[src/rtl/kuznechik_apb_sequencer.sv]
`default_nettype none
// ============================================================================
// Module   : kuznechik_apb_sequencer
// Purpose  : APB master that drives the Kuznechik APB cipher peripheral as a
//            streaming engine. It takes plaintext blocks on a valid/ready
//            input and runs the peripheral's register protocol: release
//            reset, load DATA_IN, request, poll VALID, read DATA_OUT and
//            acknowledge. Ciphertext leaves on a valid/ready output.
// Ports    : clk_i / rstn_i         clock, asynchronous active-low reset
//            in_valid_i/in_ready_o/in_data_i     plaintext stream
//            out_valid_o/out_ready_i/out_data_o  ciphertext stream
//            err_o/err_code_o/clr_err_i          sticky error (1 PSLVERR,
//                                                2 poll timeout) and clear
//            apb_*                  APB master towards the cipher peripheral
// Options  : KUZ_SEQ_LATENCY_CNT_EN adds lat_cnt_o, the cycle count from the
//            input handshake to out_valid_o of the last completed block.
// Revision : 1.0 - initial release
// ============================================================================
module kuznechik_apb_sequencer #(
    parameter int APB_ADDR_WIDTH = 12,
    parameter int APB_DATA_WIDTH = 32,
    parameter int POLL_MAX       = 64
) (
    input  logic                      clk_i,
    input  logic                      rstn_i,
    input  logic                      in_valid_i,
    output logic                      in_ready_o,
    input  logic [127:0]              in_data_i,
    output logic                      out_valid_o,
    input  logic                      out_ready_i,
    output logic [127:0]              out_data_o,
    output logic                      err_o,
    output logic [1:0]                err_code_o,
    input  logic                      clr_err_i,
`ifdef KUZ_SEQ_LATENCY_CNT_EN
    output logic [31:0]               lat_cnt_o,
`endif
    output logic [APB_ADDR_WIDTH-1:0] apb_paddr_o,
    output logic [APB_DATA_WIDTH-1:0] apb_pwdata_o,
    output logic                      apb_pwrite_o,
    output logic                      apb_psel_o,
    output logic                      apb_penable_o,
    input  logic [APB_DATA_WIDTH-1:0] apb_prdata_i,
    input  logic                      apb_pready_i,
    input  logic                      apb_pslverr_i
);

    localparam logic [3:0] c_ST_INIT    = 4'd0;
    localparam logic [3:0] c_ST_IDLE    = 4'd1;
    localparam logic [3:0] c_ST_WR_DIN  = 4'd2;
    localparam logic [3:0] c_ST_WR_REQ  = 4'd3;
    localparam logic [3:0] c_ST_POLL    = 4'd4;
    localparam logic [3:0] c_ST_RD_DOUT = 4'd5;
    localparam logic [3:0] c_ST_WR_ACK  = 4'd6;
    localparam logic [3:0] c_ST_OUT     = 4'd7;
    localparam logic [3:0] c_ST_ERROR   = 4'd8;

    localparam logic [7:0] c_ADDR_RST   = 8'h00;
    localparam logic [7:0] c_ADDR_REQ   = 8'h04;
    localparam logic [7:0] c_ADDR_ACK   = 8'h08;
    localparam logic [7:0] c_ADDR_VALID = 8'h0C;
    localparam logic [7:0] c_ADDR_DIN0  = 8'h14;
    localparam logic [7:0] c_ADDR_DOUT0 = 8'h24;

    localparam logic [1:0]  c_ERR_SLV      = 2'd1;
    localparam logic [1:0]  c_ERR_TIMEOUT  = 2'd2;
    localparam logic [15:0] c_POLL_MAX     = 16'(POLL_MAX);
    localparam logic [31:0] c_CTRL_WDATA   = 32'h1;

    // Registered state
    logic [3:0]                r_state;
    logic [1:0]                r_idx;
    logic [15:0]               r_poll_cnt;
    logic [127:0]              r_din;
    logic [127:0]              r_dout;
    logic                      r_out_valid;
    logic                      r_err;
    logic [1:0]                r_err_code;
    logic                      r_psel;
    logic                      r_penable;
    logic [APB_ADDR_WIDTH-1:0] r_paddr;
    logic                      r_pwrite;
    logic [APB_DATA_WIDTH-1:0] r_pwdata;

    // Next-state values
    logic [3:0]                w_state;
    logic [1:0]                w_idx;
    logic [15:0]               w_poll_cnt;
    logic [127:0]              w_din;
    logic [127:0]              w_dout;
    logic                      w_out_valid;
    logic                      w_err;
    logic [1:0]                w_err_code;
    logic                      w_psel;
    logic                      w_penable;
    logic [APB_ADDR_WIDTH-1:0] w_paddr;
    logic                      w_pwrite;
    logic [APB_DATA_WIDTH-1:0] w_pwdata;

    // Request to start a new transfer (SETUP) on the next cycle
    logic                      w_issue;
    logic                      w_iss_write;
    logic [7:0]                w_iss_addr;
    logic [31:0]               w_iss_wdata;

    logic                      w_xfer_done;

    assign w_xfer_done = r_psel && r_penable && apb_pready_i;

    always_comb begin
        w_state     = r_state;
        w_idx       = r_idx;
        w_poll_cnt  = r_poll_cnt;
        w_din       = r_din;
        w_dout      = r_dout;
        w_out_valid = r_out_valid;
        w_err       = r_err;
        w_err_code  = r_err_code;
        w_psel      = r_psel;
        w_penable   = r_penable;
        w_paddr     = r_paddr;
        w_pwrite    = r_pwrite;
        w_pwdata    = r_pwdata;
        w_issue     = 1'b0;
        w_iss_write = 1'b0;
        w_iss_addr  = 8'h00;
        w_iss_wdata = 32'h0;

        if (r_psel && !r_penable) begin
            w_penable = 1'b1;
        end else if (w_xfer_done) begin
            // Transfer completes; the follow-up transfer (if any) enters
            // SETUP directly so back-to-back transfers take 2 cycles each.
            w_psel    = 1'b0;
            w_penable = 1'b0;
            if (apb_pslverr_i) begin
                w_state    = c_ST_ERROR;
                w_err      = 1'b1;
                w_err_code = c_ERR_SLV;
            end else begin
                case (r_state)
                    c_ST_INIT: begin
                        w_state = c_ST_IDLE;
                    end
                    c_ST_WR_DIN: begin
                        if (r_idx == 2'd3) begin
                            w_state     = c_ST_WR_REQ;
                            w_issue     = 1'b1;
                            w_iss_write = 1'b1;
                            w_iss_addr  = c_ADDR_REQ;
                            w_iss_wdata = c_CTRL_WDATA;
                        end else begin
                            w_idx       = r_idx + 2'd1;
                            w_issue     = 1'b1;
                            w_iss_write = 1'b1;
                            w_iss_addr  = c_ADDR_DIN0 + {4'd0, w_idx, 2'b00};
                            w_iss_wdata = r_din[{w_idx, 5'b00000} +: 32];
                        end
                    end
                    c_ST_WR_REQ: begin
                        w_state    = c_ST_POLL;
                        w_poll_cnt = 16'd0;
                        w_issue    = 1'b1;
                        w_iss_addr = c_ADDR_VALID;
                    end
                    c_ST_POLL: begin
                        if (apb_prdata_i[0]) begin
                            w_state    = c_ST_RD_DOUT;
                            w_idx      = 2'd0;
                            w_issue    = 1'b1;
                            w_iss_addr = c_ADDR_DOUT0;
                        end else begin
                            w_poll_cnt = r_poll_cnt + 16'd1;
                            if (w_poll_cnt == c_POLL_MAX) begin
                                w_state    = c_ST_ERROR;
                                w_err      = 1'b1;
                                w_err_code = c_ERR_TIMEOUT;
                            end else begin
                                w_issue    = 1'b1;
                                w_iss_addr = c_ADDR_VALID;
                            end
                        end
                    end
                    c_ST_RD_DOUT: begin
                        w_dout[{r_idx, 5'b00000} +: 32] = apb_prdata_i[31:0];
                        if (r_idx == 2'd3) begin
                            w_state     = c_ST_WR_ACK;
                            w_issue     = 1'b1;
                            w_iss_write = 1'b1;
                            w_iss_addr  = c_ADDR_ACK;
                            w_iss_wdata = c_CTRL_WDATA;
                        end else begin
                            w_idx      = r_idx + 2'd1;
                            w_issue    = 1'b1;
                            w_iss_addr = c_ADDR_DOUT0 + {4'd0, w_idx, 2'b00};
                        end
                    end
                    c_ST_WR_ACK: begin
                        w_state     = c_ST_OUT;
                        w_out_valid = 1'b1;
                    end
                    default: begin
                    end
                endcase
            end
        end else if (!r_psel) begin
            // Bus idle: states that begin a transfer or wait on a stream.
            case (r_state)
                c_ST_INIT: begin
                    w_issue     = 1'b1;
                    w_iss_write = 1'b1;
                    w_iss_addr  = c_ADDR_RST;
                    w_iss_wdata = c_CTRL_WDATA;
                end
                c_ST_IDLE: begin
                    if (in_valid_i) begin
                        w_din   = in_data_i;
                        w_state = c_ST_WR_DIN;
                        w_idx   = 2'd0;
                    end
                end
                c_ST_WR_DIN: begin
                    w_issue     = 1'b1;
                    w_iss_write = 1'b1;
                    w_iss_addr  = c_ADDR_DIN0 + {4'd0, r_idx, 2'b00};
                    w_iss_wdata = r_din[{r_idx, 5'b00000} +: 32];
                end
                c_ST_OUT: begin
                    if (out_ready_i) begin
                        w_out_valid = 1'b0;
                        w_state     = c_ST_IDLE;
                    end
                end
                c_ST_ERROR: begin
                    if (clr_err_i) begin
                        w_err      = 1'b0;
                        w_err_code = 2'd0;
                        w_state    = c_ST_INIT;
                    end
                end
                default: begin
                end
            endcase
        end

        if (w_issue) begin
            w_psel    = 1'b1;
            w_penable = 1'b0;
            w_paddr   = APB_ADDR_WIDTH'(w_iss_addr);
            w_pwrite  = w_iss_write;
            w_pwdata  = APB_DATA_WIDTH'(w_iss_wdata);
        end
    end

    always_ff @(posedge clk_i or negedge rstn_i) begin
        if (!rstn_i) begin
            r_state     <= c_ST_INIT;
            r_idx       <= 2'd0;
            r_poll_cnt  <= 16'd0;
            r_din       <= 128'd0;
            r_dout      <= 128'd0;
            r_out_valid <= 1'b0;
            r_err       <= 1'b0;
            r_err_code  <= 2'd0;
            r_psel      <= 1'b0;
            r_penable   <= 1'b0;
            r_paddr     <= '0;
            r_pwrite    <= 1'b0;
            r_pwdata    <= '0;
        end else begin
            r_state     <= w_state;
            r_idx       <= w_idx;
            r_poll_cnt  <= w_poll_cnt;
            r_din       <= w_din;
            r_dout      <= w_dout;
            r_out_valid <= w_out_valid;
            r_err       <= w_err;
            r_err_code  <= w_err_code;
            r_psel      <= w_psel;
            r_penable   <= w_penable;
            r_paddr     <= w_paddr;
            r_pwrite    <= w_pwrite;
            r_pwdata    <= w_pwdata;
        end
    end

`ifdef KUZ_SEQ_LATENCY_CNT_EN
    logic [31:0] r_lat_run;
    logic        r_lat_active;
    logic [31:0] r_lat_cnt;
    logic [31:0] w_lat_inc;

    assign w_lat_inc = (r_lat_run == 32'hFFFF_FFFF) ? r_lat_run : r_lat_run + 32'd1;

    always_ff @(posedge clk_i or negedge rstn_i) begin
        if (!rstn_i) begin
            r_lat_run    <= 32'd0;
            r_lat_active <= 1'b0;
            r_lat_cnt    <= 32'd0;
        end else if (r_state == c_ST_IDLE && in_valid_i) begin
            r_lat_run    <= 32'd0;
            r_lat_active <= 1'b1;
        end else if (r_lat_active) begin
            if (w_out_valid && !r_out_valid) begin
                // Count includes the edge on which out_valid_o rises.
                r_lat_cnt    <= w_lat_inc;
                r_lat_active <= 1'b0;
            end else if (w_state == c_ST_ERROR) begin
                r_lat_active <= 1'b0;
            end else begin
                r_lat_run <= w_lat_inc;
            end
        end
    end

    assign lat_cnt_o = r_lat_cnt;
`endif

    assign in_ready_o    = (r_state == c_ST_IDLE);
    assign out_valid_o   = r_out_valid;
    assign out_data_o    = r_dout;
    assign err_o         = r_err;
    assign err_code_o    = r_err_code;
    assign apb_paddr_o   = r_paddr;
    assign apb_pwdata_o  = r_pwdata;
    assign apb_pwrite_o  = r_pwrite;
    assign apb_psel_o    = r_psel;
    assign apb_penable_o = r_penable;

endmodule
`default_nettype wire

[config.mk]
export PLATFORM = sky130hd
export DESIGN_NAME = kuznechik_apb_sequencer
export DESIGN_NICKNAME = d
export VERILOG_FILES = /design/src/rtl/kuznechik_apb_sequencer.sv
export SDC_FILE = /design/constraint.sdc
export NUM_CORES = 1
export LEC_CHECK = 0
export ABC_CLOCK_PERIOD_IN_PS = 4100
export BUFFER_PORTS_ARGS = -buffer_cell sky130_fd_sc_hd__buf_2
export CAP_MARGIN = 20
export CORE_MARGIN = 10
export CORE_UTILIZATION = 34
export CTS_CLUSTER_SIZE = 25
export DETAILED_ROUTE_END_ITERATION = 10
export GPL_ROUTABILITY_DRIVEN = 0
export HOLD_SLACK_MARGIN = 0.05
export SLEW_MARGIN = 30
export SYNTH_ARGS = -nofsm -noshare
export SYNTH_HDL_FRONTEND = slang
export SYNTH_SLANG_ARGS = --single-unit
[constraint.sdc]
create_clock -name clk_i -period 4.1 [get_ports clk_i]
set_input_delay 0.205 -clock clk_i [delete_from_list [all_inputs] [get_ports clk_i]]
set_output_delay 0.205 -clock clk_i [all_outputs]
set_load 0.02 [all_outputs]
# --- Word-level counts from Yosys, hierarchy flattened ---
# Index checks and enable logic that the tools add are counted.
# W data, S select, Z words.
totals:
  ff_bits: 325
  inputBits: 167
  out_inout_bits: 180
  elab_cells: 162
op_classes:
  addsub: 6
  n_eq_ne: 28
  shifts: 4
  n_mux: 81
  bitwise: 4
  reduce_logical: 26
ops:
  columns: ["op", "count"]
  rows:
  - ["$shiftx A128 B8 Y32", 2]
  - ["$mux W32", 5]
  - ["$bwmux W128", 1]
  - ["$pmux W32 S2", 2]
  - ["$shift A32 B9 Y128 const A", 1]
  - ["$shiftx A32 B9 Y128", 1]
  - ["$mux W4", 11]
  - ["$pmux W16 S2", 1]
  - ["$mux W1", 31]
  - ["$mux W2", 15]
  - ["$pmux W7 S4", 1]
  - ["$mux W6", 4]
  - ["$pmux W4 S6", 1]
  - ["$add A16 B1 Y16 const B", 1]
  - ["$eq A16 B7 Y1 const B", 1]
  - ["$eq A4 B3 Y1 const B", 4]
  - ["$mux W16", 1]
  - ["$mux W8", 2]
  - ["$reduce_bool A2 Y1", 8]
  - ["$ne A3 B3 Y1 const B", 5]
  - ["$mux W7", 2]
  - ["$add A5 B4 Y6 const A", 2]
  - ["$ne A3 B2 Y1 const B", 4]
  - ["$pmux W4 S3", 1]
  - ["other kinds (29)", 42]

# --- Depth between registers and ports, before layout ---
logic_depth:
  word_depth: 10
  depth_mapped: 9
  depth_no_buf: 7

# --- Worst setup path after synthesis ---
# No wires, ideal clock.
synth_timing:
  path_kind: "reg2reg"
  from: "register r_idx[1]"
  to: "register r_pwdata[18] (netlist: apb_pwdata_o[18])"
  setup_time_ps: 125
  t_arrival_ps: 3098
  required_time_ps: 3975
  setup_slack_ps: 877
  stages_incl_launch_ff: 10
  path_buffers: 4
  period_less_slack_ps: 3223
  cell_sequence: "dfrtp_1 -> clkbuf_1 -> buf_1 -> inv_1 -> ha_1 -> buf_2 -> buf_1 -> mux4_2 -> a22oi_1 -> o21ai_2"
synth_between:
  elab_chain_cells: 7
  elab_cells_between_ends: 11
  cone_classes: "1 x add/sub; 1 x eq/ne; 2 x shift; 7 x mux"
synth_lines:
  columns: ["element", "line_no", "source"]
  rows:
  - ["from (decl)", "72", "logic [1:0] r_idx;"]
  - ["from (signal assigned)", "272", "r_idx <= w_idx;"]
  - ["$add A2 B1 Y2", "153", "w_idx = r_idx + 2'd1;"]
  - ["$shiftx A128 B8 Y32", "157", "w_iss_wdata = r_din[{w_idx, 5'b00000} +: 32];"]
  - ["$mux W32", "146", "if (r_idx == 2'd3) begin"]
  - ["$pmux W32 S2", "141", "case (r_state)"]
  - ["$mux W32", "136", "if (apb_pslverr_i) begin"]
  - ["$mux W32 (*)", "131", "end else if (w_xfer_done) begin"]
  - ["$mux W32 (*)", "129", "if (r_psel && !r_penable) begin"]
  - ["to (signal assigned)", "283", "r_pwdata <= w_pwdata;"]
  - ["to (decl)", "83", "logic [APB_DATA_WIDTH-1:0] r_pwdata;"]
# Every way passes the cells marked *; elsewhere a longest branch is shown, timed or not.
# A chain may end at the register's enable or synchronous reset.

# --- Worst setup path in the final report ---
layout_timing:
  from: "register r_idx[1]"
  to: "register r_pwdata[15] (netlist: apb_pwdata_o[15])"
# The elaborated chain is that of the path after synthesis.

==> flow_metrics.env <==
export IMPL_powerDensity_nw_per_um2=556
export IMPL_synth_edff_count=0
export IMPL_power_frac_clock_pct=28.8
export IMPL_routed_via_density=5.11
export IMPL_die_h_um=232
export IMPL_hpwl_um=31700
export IMPL_first_iter_violations=797
export IMPL_wl_um=47600
export IMPL_core_area_um2=44300
export IMPL_cts_sinks=321
export IMPL_crit_type="reg2reg"
export IMPL_placed_cells=2152
export IMPL_vdd_ir_drop_max_mv=0.385
export IMPL_crit_path_start_kind="register"
export IMPL_synth_adder_area_share_pct=0.818
export IMPL_antenna_found_initial=8
export IMPL_dr_pass1_iters=5
export IMPL_setup_violations=0
export IMPL_design_die_area_um2=53900
export IMPL_hold_viol_final=0
export IMPL_hold_path_class="in2reg"
export IMPL_path_buf_inv=2
export IMPL_grt_max_degree=132
export IMPL_grt_pass1_wl_um=75300
export IMPL_max_clock_path_buffers=3
export IMPL_multi_input_area_um2=6740
export IMPL_clockRootBuffer="clkbuf_16"
export IMPL_ys_warn_count=0
export IMPL_grt_pass1_vias=13000
export IMPL_synth_simple_area_share_pct=10.4
export IMPL_drive_gt1_share_pct=36.9
export IMPL_synth_top_family_by_area="multiplexers"
export IMPL_worstPathArrival_ps=3500
export IMPL_die_w_um=232
export IMPL_synth_xor_area_share_pct=0.401
export IMPL_slew_viol_final=0
export IMPL_max_freq_ghz=0.323
export IMPL_grt_overflow=0
export IMPL_setup_tns_ps=0
export IMPL_drv_max_cap_violation_count=0
export IMPL_synthFlopType="dfrtp_1"
export IMPL_tritoncts="built"
export IMPL_critical_path_max_stage_delay_ps=810
export IMPL_synth_compound_area_share_pct=12.9
export IMPL_combPwrFrac_pct=30.7
export IMPL_clk_pin_slew_ps=60
export IMPL_skew_ps=20.1
export IMPL_start_util_pct=34.5
export IMPL_status="completed"
export IMPL_power_switching_mw=3.76
export IMPL_synth_top_area_cell="dfrtp_1"
export IMPL_regArea_um2=8040
export IMPL_slew_headroom_pct=45.4
export IMPL_leakage_nw=9.70
export IMPL_synth_seq_area_share_pct=52.5
export IMPL_period_minus_slack_ps=3100
export IMPL_fin_crit_sh_pct=75.5
export IMPL_drc=0
export IMPL_netlist_top_cells_area="dfrtp_1 (52%), mux2_2 (9.5%), mux4_2 (9.4%)"
export IMPL_synthMuxAreaShare_pct=19.0
export IMPL_crit_chain="inv_1 > ha_4 > buf_4 > mux4_2 > a22oi_1 > o21ai_2"
export IMPL_nets=1940
export IMPL_final_cells=2389
export IMPL_cpMaxStageDelayCell="ha_4"
export IMPL_p_seq_share_pct=40.5
export IMPL_cts_resized=0
export IMPL_nFillCells=4050
export IMPL_yosys_area_top_type_share_pct=52.5
export IMPL_cts_buffers=38
export IMPL_netlist_area_um2=15300
export IMPL_cp_end_kind="register"
export IMPL_ys_types=60
export IMPL_io_buffers=338
export IMPL_wl_per_cell_um=19.9
export IMPL_area_growth_pct=33.5
export IMPL_clock_latency_ps=540
export IMPL_vias=12200
export IMPL_htree_levels=2
export IMPL_required_ps=4500
export IMPL_rsz0062_at_grt="false"
export IMPL_worst_slew_pin_slew_ps=820
export IMPL_fp_row_count=77
export IMPL_internal_power_mw=7.60
export IMPL_ant_nets=0
export IMPL_yosys_register_bits=321
export IMPL_io_pins=347
export IMPL_async_flop_share_pct=100
export IMPL_avgSynthCellArea_um2=11.8
export IMPL_crit_fanout=35
export IMPL_switching_share_pct=33.1
export IMPL_synthCells=1300
export IMPL_grt_use_total_pct=17.4
export IMPL_critPathTopFamily="adder cells"
-- kinds of logic (layout without fill, tap and decap cells) --
logic type | Yosys count | after routing
AOI/OAI and AO/OA | 284 | 284
and+or+nand+nor | 336 | 336
muxes | 195 | 195
DFF | 321 | 321
buffers and inverters | 146 | 628
adders and majority gates | 10 | 10
xor gates and xnor gates | 7 | 7
other | 1 | 16
-- sequential cells by signal (all words and copies together), names as in the netlist --
signal,flops
r_idx,2
apb_psel_o,1
r_poll_cnt,16
apb_penable_o,1
apb_pwrite_o,1
r_state,4
out_data_o,128
out_valid_o,1
apb_pwdata_o,32
err_code_o,2
err_o,1
apb_paddr_o,4
r_din,128
-- repair_timing --
item                                   4_1_cts  5_1_grt
setup buffers                                0        0
endpoints found under the hold margin      353        0
hold buffers                               161        0
-- layout make-up --
class,count,share of cell area (%)
diodes,8,0.0980
multi-input cells,840,33.0
repair buffers,523,17.4
clock inverters,8,0.349
flip-flops and latches,321,39.3
inverters,39,0.716
clock buffers,58,5.52
well taps,592,3.62
-- cells in the final DEF (no fill, tap or decap), types with 3 or more instances in the layout --
| cell type | synthesis | routed |
|---|---|---|
| a211oi_1 | 4 | 4 |
| a21oi_1 | 15 | 15 |
| a22oi_1 | 35 | 35 |
| and2_1 | 4 | 4 |
| and3_1 | 9 | 9 |
| and4_1 | 3 | 3 |
| buf_2 | 8 | 337 |
| buf_4 | 8 | 20 |
| clkbuf_1 | 77 | 11 |
| clkbuf_16 | 0 | 39 |
| clkbuf_8 | 0 | 8 |
| clkinv_2 | 0 | 5 |
| conb_1 | 1 | 8 |
| dfrtp_1 | 321 | 319 |
| diode_2 | 0 | 8 |
| dlygate4sd3_1 | 0 | 161 |
| ha_1 | 10 | 9 |
| inv_1 | 39 | 39 |
| mux2_2 | 129 | 129 |
| mux4_2 | 64 | 64 |
| nand2_1 | 199 | 195 |
| nand2_2 | 0 | 3 |
| nand2b_1 | 37 | 37 |
| nand3_1 | 17 | 17 |
| nand3b_1 | 3 | 3 |
| nand4_1 | 8 | 8 |
| nor2_1 | 29 | 28 |
| nor2b_1 | 3 | 3 |
| nor3_1 | 6 | 6 |
| nor4_1 | 4 | 4 |
| o21ai_0 | 75 | 75 |
| o21ai_2 | 30 | 30 |
| o22ai_1 | 3 | 3 |
| o31ai_1 | 100 | 100 |
| xnor2_1 | 3 | 3 |
| xor2_1 | 4 | 4 |
-- routing by layer --
metal | vias to the layer above | global-route usage, % | routed length (um)
met2 | 440 | 28.2 | 22500
met4 | 6 | 4.35 | 745
li1 | 5642 | - | -
met1 | 6068 | 22.6 | 20600
met5 | - | 0 | 28
met3 | 61 | 4.90 | 3700
-- Yosys cell counts, drive strengths merged, types with 2 or more instances --
| master | n |
|---|---|
| dfrtp | 321 |
| nand2 | 199 |
| mux2 | 129 |
| o21ai | 105 |
| o31ai | 100 |
| clkbuf | 77 |
| mux4 | 64 |
| inv | 39 |
| nand2b | 37 |
| a22oi | 36 |
| buf | 30 |
| nor2 | 29 |
| nand3 | 17 |
| a21oi | 15 |
| ha | 10 |
| and3 | 9 |
| nand4 | 9 |
| nor3 | 6 |
| nor4 | 6 |
| and2 | 5 |
| a211oi | 4 |
| xor2 | 4 |
| a31oi | 3 |
| and4 | 3 |
| nand3b | 3 |
| nor2b | 3 |
| o22ai | 3 |
| xnor2 | 3 |
| a211o | 2 |
| a21o | 2 |
| a221o | 2 |
| a31o | 2 |
| a32o | 2 |
| mux2i | 2 |
| nor3b | 2 |
| nor4b | 2 |
| or3 | 2 |
-- worst register-to-register path, delay by kind of cell, from the launching register on --
family	cells	cell delay, ps
adder cells (fa/ha/maj)	1	810
AO/OA/AOI/OAI	2	330
flip-flops	1	760
buffers and inverters	2	550
multiplexers	1	510
-- power groups by stage --
| stage | Clock (mW) | Sequential [mW] | Combinational [mW] |
|---|---|---|---|
| finish | 3.27 | 4.60 | 3.49 |
| global route | 3.49 | 4.71 | 3.81 |
| CTS | 3.39 | 4.59 | 3.52 |
| detailed placement | 0 | 4.64 | 3.39 |
| global placement | 0 | 4.61 | 3.30 |
| floorplan | 0 | 4.57 | 2.29 |
-- worst paths after layout --
kind,depth (start not counted),from,slack [ps],end
hold / removal,3,apb_pready_i,90,apb_penable_o$_DFFE_PN0P_
min in group asynchronous,2,rstn_i,170,out_data_o[4]$_DFFE_PN0P_
setup reg to reg,6,r_idx[1]$_DFFE_PN0P_,1000,apb_pwdata_o[15]$_DFFE_PN0P_
setup / recovery,6,r_idx[1]$_DFFE_PN0P_,1000,apb_pwdata_o[15]$_DFFE_PN0P_
max in group asynchronous,4,rstn_i,2580,r_din[84]$_DFFE_PN0P_
hold reg to reg,2,out_data_o[65]$_DFFE_PN0P_,470,out_data_o[65]$_DFFE_PN0P_
-- metrics by stage --
step | cell area (um2) | hold WS [ps] | worst slack [ps] | total power, mW | util (%)
global placement | 17500 | 385 | 957 | 7.91 | 39.6
detailed placement | 17600 | 379 | 913 | 8.03 | 39.6
CTS | 20400 | 53.6 | 893 | 11.5 | 45.9
floorplan | 15300 | -90.6 | 877 | 6.87 | -
finish | 20400 | 89.1 | 1000 | 11.4 | 46.1
global route | 20400 | 102 | 712 | 12.0 | 46.1
Power figures use the tool's default switching activity.
